<file path="src/rtl/dm_arbiter.sv">
// Two-port round-robin arbiter/sequencer for the 32-word data memory.
// IDLE -> ACCESS -> RESP, one access per three cycles; all outputs registered.
module dm_arbiter #(
  parameter int AW = 5,
  parameter int DW = 32
) (
  input  logic          Clk,
  input  logic          Reset,
  input  logic          r0_req,
  input  logic          r0_we,
  input  logic [AW-1:0] r0_addr,
  input  logic [DW-1:0] r0_wdata,
  output logic          r0_ack,
  output logic [DW-1:0] r0_rdata,
  input  logic          r1_req,
  input  logic          r1_we,
  input  logic [AW-1:0] r1_addr,
  input  logic [DW-1:0] r1_wdata,
  output logic          r1_ack,
  output logic [DW-1:0] r1_rdata,
  output logic [DW-1:0] dm_D,
  output logic [AW-1:0] dm_A,
  output logic          dm_Memwrite,
  output logic          dm_Memtoreg,
  input  logic [DW-1:0] dm_out,
  output logic          busy,
  output logic          gnt
);

  localparam int NP = 2;

  typedef enum logic [1:0] {IDLE, ACCESS, RESP} state_t;

  typedef struct packed {
    logic          we;
    logic [AW-1:0] addr;
    logic [DW-1:0] wdata;
  } req_t;

  req_t    [NP-1:0] req_v;
  logic    [NP-1:0] req_vld;
  logic    [NP-1:0] ack_set, rd_cap;
  logic    [NP-1:0] ack_v;
  logic    [NP-1:0][DW-1:0] rdata_v;

  state_t        state_q, state_d;
  logic          prio_q, prio_d;
  logic          gnt_q, gnt_d;
  logic          busy_q, busy_d;
  logic          we_q, we_d;
  logic [AW-1:0] dm_a_q, dm_a_d;
  logic [DW-1:0] dm_d_q, dm_d_d;
  logic          mw_q, mw_d;
  logic          mr_q, mr_d;
  logic          win;
  req_t          sel;

  assign req_v[0] = {r0_we, r0_addr, r0_wdata};
  assign req_v[1] = {r1_we, r1_addr, r1_wdata};
  assign req_vld  = {r1_req, r0_req};

  always_comb begin
    state_d = state_q;
    prio_d  = prio_q;
    gnt_d   = gnt_q;
    we_d    = we_q;
    dm_a_d  = dm_a_q;
    dm_d_d  = dm_d_q;
    mw_d    = 1'b0;
    mr_d    = 1'b0;
    ack_set = '0;
    rd_cap  = '0;
    // Contention goes to prio; a lone request wins outright.
    win     = (&req_vld) ? prio_q : req_vld[1];
    sel     = req_v[win];
    unique case (state_q)
      IDLE: begin
        if (|req_vld) begin
          state_d = ACCESS;
          gnt_d   = win;
          we_d    = sel.we;
          dm_a_d  = sel.addr;
          if (sel.we) dm_d_d = sel.wdata;
          mw_d    = sel.we;
          mr_d    = ~sel.we;
        end
      end
      ACCESS: begin
        state_d         = RESP;
        ack_set[gnt_q]  = 1'b1;
        rd_cap[gnt_q]   = ~we_q;
        prio_d          = ~gnt_q;
      end
      RESP:    state_d = IDLE;
      default: state_d = IDLE;
    endcase
    busy_d = (state_d != IDLE);
  end

  always_ff @(posedge Clk) begin
    if (Reset) begin
      state_q <= IDLE;
      prio_q  <= 1'b0;
      gnt_q   <= 1'b0;
      busy_q  <= 1'b0;
      we_q    <= 1'b0;
      dm_a_q  <= '0;
      dm_d_q  <= '0;
      mw_q    <= 1'b0;
      mr_q    <= 1'b0;
    end else begin
      state_q <= state_d;
      prio_q  <= prio_d;
      gnt_q   <= gnt_d;
      busy_q  <= busy_d;
      we_q    <= we_d;
      dm_a_q  <= dm_a_d;
      dm_d_q  <= dm_d_d;
      mw_q    <= mw_d;
      mr_q    <= mr_d;
    end
  end

  // Per-port ack pulse and read-data hold register.
  for (genvar p = 0; p < NP; p++) begin : g_port
    logic          ack_q, ack_d;
    logic [DW-1:0] rdata_q, rdata_d;

    always_comb begin
      ack_d   = ack_set[p];
      rdata_d = rd_cap[p] ? dm_out : rdata_q;
    end

    always_ff @(posedge Clk) begin
      if (Reset) begin
        ack_q   <= 1'b0;
        rdata_q <= '0;
      end else begin
        ack_q   <= ack_d;
        rdata_q <= rdata_d;
      end
    end

    assign ack_v[p]   = ack_q;
    assign rdata_v[p] = rdata_q;
  end

  assign r0_ack      = ack_v[0];
  assign r1_ack      = ack_v[1];
  assign r0_rdata    = rdata_v[0];
  assign r1_rdata    = rdata_v[1];
  assign dm_D        = dm_d_q;
  assign dm_A        = dm_a_q;
  assign dm_Memwrite = mw_q;
  assign dm_Memtoreg = mr_q;
  assign busy        = busy_q;
  assign gnt         = gnt_q;

endmodule

</file>
<file path="config.mk">
export PLATFORM = sky130hd
export DESIGN_NAME = dm_arbiter
export DESIGN_NICKNAME = d
export VERILOG_FILES = /design/src/rtl/dm_arbiter.sv
export SDC_FILE = /design/constraint.sdc
export NUM_CORES = 1
export LEC_CHECK = 0
export CORE_ASPECT_RATIO = 1.25
export CORE_MARGIN = 2
export CORE_UTILIZATION = 35
export DETAILED_ROUTE_END_ITERATION = 7
export PLACE_DENSITY = 0.7
export REMOVE_ABC_BUFFERS = 1
export SYNTH_ARGS = -nofsm -noshare
export SYNTH_HDL_FRONTEND = slang
export SYNTH_SLANG_ARGS = --single-unit
</file>
<file path="constraint.sdc">
create_clock -name Clk -period 1.8 [get_ports Clk]
set_input_delay 0.18 -clock Clk [delete_from_list [all_inputs] [get_ports Clk]]
set_output_delay 0.18 -clock Clk [all_outputs]
set_load 0.01 [all_outputs]
</file>
==> impl_metrics.py, run 1 <==
metrics = {
    "job": {
        "drv_cap": 0,
    },
    "drt": {
        "wl_per_cell_um": 15.0,
        "wl_met2_um": 7470,
        "wl_met1_um": 6680,
        "vias_per_cell": 5.06,
        "ant_nets": 0,
        "drc": 0,
        "dr.pass1.iters": 4,
        "wl_met3_um": 991,
        "wl_um": 15300,
        "top_layer_used": "met4",
        "via_count": 5160,
        "drtIter0Drc": 307,
    },
    "timing": {
        "setup_viol": 0,
        "rsz0062_at_grt": "false",
        "hold_violations": 0,
        "max_freq_mhz": 623,
        "fin_worst_skew_ps": 9.76,
        "finalCritPeriodShare_pct": 89.2,
        "whs_ps": 293,
        "period_needed_ps": 1610,
        "maxSlewViolCount": 0,
        "slew_headroom_pct": 65.5,
        "tightest_slew_ps": 518,
    },
    "setup_path": {
        "path_cells": "clkdlybuf4s50_1",
        "critical-path-top-delay-family": "buffers and inverters",
        "worst-path-stages": 1,
        "start_kind": "flop",
        "critical_path.max_fanout": 9,
        "slowest_delay_ps": 620,
        "r2r_cells": 5,
        "crit_type": "flop to output pin",
        "crit_buf_inv": 1,
        "worstPathArrival_ps": 1430,
        "cp_data_required_time_ps": 1620,
        "end_kind": "output pin",
        "cpMaxStageDelayCell": "clkdlybuf4s50_1",
    },
    "pwr": {
        "leakagePower_nw": 2.68,
        "cellPowerDensity_nw_per_um2": 793,
        "ir_worst_vdd_mv": 0.433,
        "power_mw": 6.27,
    },
    "grt": {
        "gr-total-overflow": 0,
        "grt_pass1_vias": 4865,
        "grt_pass1_wl_um": 24500,
        "antenna_found_initial": 0,
        "grt_use_total_pct": 19.2,
        "grt_max_degree": 39,
    },
    "clocking": {
        "cts_tree": "built",
        "hold_buffers": 0,
        "post_cts_buffers": 0,
        "cts_root_buffer": "clkbuf_16",
        "clock-sinks": 111,
        "htree_levels": 3,
        "clk_latency_ps": 350,
        "cts_max_path_buffers": 2,
        "clk_pin_slew_ps": 80,
        "cts-resized-gates": 0,
        "numCtsBuffers": 9,
    },
    "layout": {
        "drive_gt1_share_pct": 10.2,
        "final_util_pct": 55.6,
        "antenna_cells": 0,
        "fin_nets": 950,
        "areaGrowthSynthToFinish_pct": 56.7,
    },
    "synthesis": {
        "synthMostInstantiatedCell": "nand2_1",
        "synthArstFlopShare_pct": 0,
        "yosys_most_used_dff": "dfxtp_1",
        "yosysWarnings": 0,
        "synth_top_area_share_pct": 44.1,
        "synth.ff_latch_count": 111,
        "synth_commonest_cells": "139 x nand2_1, 111 x dfxtp_1, 98 x a21oi_1",
        "avgSynthCellArea_um2": 7.95,
        "yosysTopAreaCell": "dfxtp_1",
        "synth_edf_count": 0,
        "ys_seq_area_share_pct": 44.1,
        "synth_area_leaders": "dfxtp_1 44%, nand2_1 10%, a21oi_1 9.7%",
        "syn_area_um2": 5040,
        "synthCells": 634,
        "yosysUniqueCellTypes": 29,
    },
    "outcome": {
        "status": "finished, final reports clean",
    },
    "placement": {
        "hpwl_um": 10800,
        "port_buffers": 218,
        "gp_congestion": 0.805,
    },
    "worst_hold_path": {
        "min_path_cells": 2,
        "min_path_type": "input pin to flop",
    },
    "die": {
        "die_x_um": 111,
        "fp.dieH_um": 138,
        "io_pins": 219,
        "fp.dieArea_um2": 15400,
        "floorplan.initialDensity_pct": 35.5,
        "num_rows": 49,
        "coreArea_um2": 14200,
    },
}
[report_power, final]
part           internal, mW  switching (mW)
Sequential             2.61           0.102
Clock                  1.10           0.974
Combinational         0.783           0.698
Total                  4.50            1.77
[final timing paths]
kind,to,from,slack [ps]
worst max-delay path,gnt,gnt,190
worst min-delay path,prio_q,Reset,290
worst max register to register,dm_D[4],prio_q,200
worst min register to register,r1_rdata[12],r1_rdata[12],450
[state kept, by name (all words and copies together) (netlist names)]
register and count:
dm_D 32, state_q 2, dm_A 5, prio_q 1, we_q 1, dm_Memtoreg 1, r0_rdata 32, r0_ack 1
busy 1, dm_Memwrite 1, r1_ack 1, r1_rdata 32, gnt 1
[kinds of logic after synthesis]
group	Yosys count	synth area share, %
AND/OR/NAND/NOR	259	25.1
AO/OA/AOI/OAI	171	23.3
flip-flops	111	44.1
buffers and inverters	92	7.27
multiplexers	1	0.273
[layout by cell type (no fill, tap or decap), drive strengths merged, types with 2 or more instances in the layout]
cell             n
dfxtp          111
a21oi           98
clkbuf           9
nor2b           32
o21ai           33
buf             35
nand4b          32
and2             2
inv             36
nor3             3
clkdlybuf4s50  217
a311oi           5
a2111oi         32
nand2b           2
nor2            45
nand2          139
[routing by layer]
metal	vias to the layer above	global-route usage, %
met2	196	32.9
met1	2401	24.6
met4	0	5.26
li1	2549	-
met5	-	0
met3	14	4.08
[layout make-up]
cell class / instances / area, µm²
timing repair buffer: 252 / 2550
clock inverter: 6 / 77.6
fill: 1328 / 6320
tap: 178 / 223
sequential: 111 / 2220
inverter: 33 / 124
multi-input combinational: 431 / 2480
clock buffer: 9 / 225
[per-stage QoR]
stage	instances	TNS, ps	area [µm²]	setup WS [ps]
floorplan	575	-50940	4800	-889
global placement	1005	-9.68	7600	-5.94
detailed placement	1005	-183	7600	-82.5
CTS	1020	0	7900	150
global route	1020	0	7900	72.2
finish	1020	0	7900	194
(Power assumes the default switching activity.)
==> run 2, diff against run 1 <==
--- a/constraint.sdc
+++ b/constraint.sdc
@@ -3,2 +3,2 @@
 set_output_delay 0.18 -clock Clk [all_outputs]
-set_load 0.01 [all_outputs]
+set_load 0.05 [all_outputs]
==> impl_metrics.py, run 2 (same netlist as run 1, synthesis figures left out) <==
metrics = {
    "outcome": {
        "status": "finished, final reports clean",
    },
    "clocking": {
        "clock-sinks": 111,
        "clk_pin_slew_ps": 70,
        "clk_latency_ps": 340,
        "cts_tree": "built",
        "post_cts_buffers": 0,
        "cts_max_path_buffers": 2,
        "numCtsBuffers": 9,
        "hold_buffers": 0,
        "cts_root_buffer": "clkbuf_16",
        "cts-resized-gates": 0,
        "htree_levels": 3,
    },
    "grt": {
        "grt_use_total_pct": 19.7,
        "grt_pass1_wl_um": 25000,
        "antenna_found_initial": 0,
        "grt_max_degree": 39,
        "gr-total-overflow": 0,
        "grt_pass1_vias": 4861,
    },
    "layout": {
        "antenna_cells": 0,
        "areaGrowthSynthToFinish_pct": 57.7,
        "final_util_pct": 55.9,
        "fin_nets": 951,
        "drive_gt1_share_pct": 10.9,
        "final_common_cell": "clkdlybuf4s50_1",
        "layout_common_cells": "211 x clkdlybuf4s50_1, 139 x nand2_1, 111 x dfxtp_1",
        "fin_cells": 1022,
    },
    "pwr": {
        "ir_worst_vdd_mv": 0.467,
        "power_mw": 7.06,
        "leakagePower_nw": 2.74,
        "cellPowerDensity_nw_per_um2": 888,
    },
    "drt": {
        "via_count": 5087,
        "vias_per_cell": 4.98,
        "wl_um": 15500,
        "drc": 0,
        "dr.pass1.iters": 4,
        "drtIter0Drc": 307,
        "wl_per_cell_um": 15.1,
        "ant_nets": 0,
    },
    "setup_path": {
        "r2r-end": "r1_rdata[8]",
        "r2r_cells": 5,
        "crit_type": "flop to output pin",
        "rr_startpoint": "state_q[1]",
        "slowest_delay_ps": 840,
        "r2r_slack_ps": 250,
        "critical-path-top-delay-family": "buffers and inverters",
        "crit_buf_inv": 1,
        "critical_path.max_fanout": 3,
        "cp_data_required_time_ps": 1620,
        "end_kind": "output pin",
        "start_kind": "flop",
        "worstPathArrival_ps": 1550,
        "cpMaxStageDelayCell": "clkdlybuf4s50_1",
        "path_cells": "clkdlybuf4s50_1",
    },
    "worst_hold_path": {
        "holdPathEnd": "prio_q",
        "min_from": "Reset",
        "min_path_cells": 2,
        "min_path_type": "input pin to flop",
    },
    "die": {
        "floorplan.initialDensity_pct": 35.5,
        "fp.dieH_um": 138,
        "coreArea_um2": 14200,
        "die_x_um": 111,
        "num_rows": 49,
        "io_pins": 219,
        "fp.dieArea_um2": 15400,
    },
    "placement": {
        "gp_congestion": 0.795,
        "place_ws_ps": -66.7,
        "dp.cells": 1006,
        "hpwl_um": 11100,
        "port_buffers": 218,
    },
    "timing": {
        "max_freq_mhz": 578,
        "slew_headroom_pct": 63.3,
        "hold_violations": 0,
        "rsz0062_at_grt": "false",
        "whs_ps": 295,
        "tightest_slew_ps": 549,
        "fin_worst_skew_ps": 6.51,
        "maxSlewViolCount": 0,
        "finalWorstSetupSlack_ps": 69.9,
        "setup_viol": 0,
        "period_needed_ps": 1730,
        "finalCritPeriodShare_pct": 96.1,
    },
    "job": {
        "drv_cap": 0,
    },
}
## run 2: cell count changes in the layout (fill, tap and decap cells not counted), sizes merged
cell	before	now
buf	35	41
clkdlybuf4s50	217	211
bufinv	1	4
clkbuf	9	10
clkinv	1	0
clkinvlp	1	0
dlymetal6s2s	0	1
inv	36	35
## run 2: routing by layer
layer  wire length (µm)  track usage, %  up-vias  part of all wire [%]
met2               7410            33.3      195                    48
met4                261            6.24        0                   1.7
met3               1060            4.65       22                   6.8
met5                  0               0        -                     0
met1               6750            24.9     2313                    44
li1                   -               -     2557                     -
## run 2: cell type report
type,instances,area [µm²]
tap,178,223
clock buffer,10,229
timing repair buffer,253,2530
fill,1322,6270
clock inverter,6,138
multi-input combinational,431,2480
sequential,111,2220
inverter,33,124
## run 2: power breakdown
part | internal [mW] | switching [mW]
registers | 2.61 | 0.105
clock network | 1.51 | 0.920
logic | 0.775 | 1.14
total | 4.90 | 2.16
## run 2: stage by stage
stage | TNS, ps | cell area (µm²)
floorplan | -61070 | 4800
global placement | 0 | 7580
detailed placement | -157 | 7580
CTS | 0 | 7950
global route | 0 | 7950
finish | 0 | 7950
## run 2: how the worst max path moves through the flow
stage	startpoint	slack, ps	to	depth (start not counted)
2_1_floorplan	prio_q	-890	dm_D[4]	4
3_3_place_gp	r0_req	5	dm_D[5]	6
3_5_place_dp	r1_req	-70	dm_D[6]	6
4_1_cts	dm_D[23]	30	dm_D[23]	1
5_1_grt	dm_D[19]	10	dm_D[19]	1
6_report	dm_D[22]	70	dm_D[22]	1
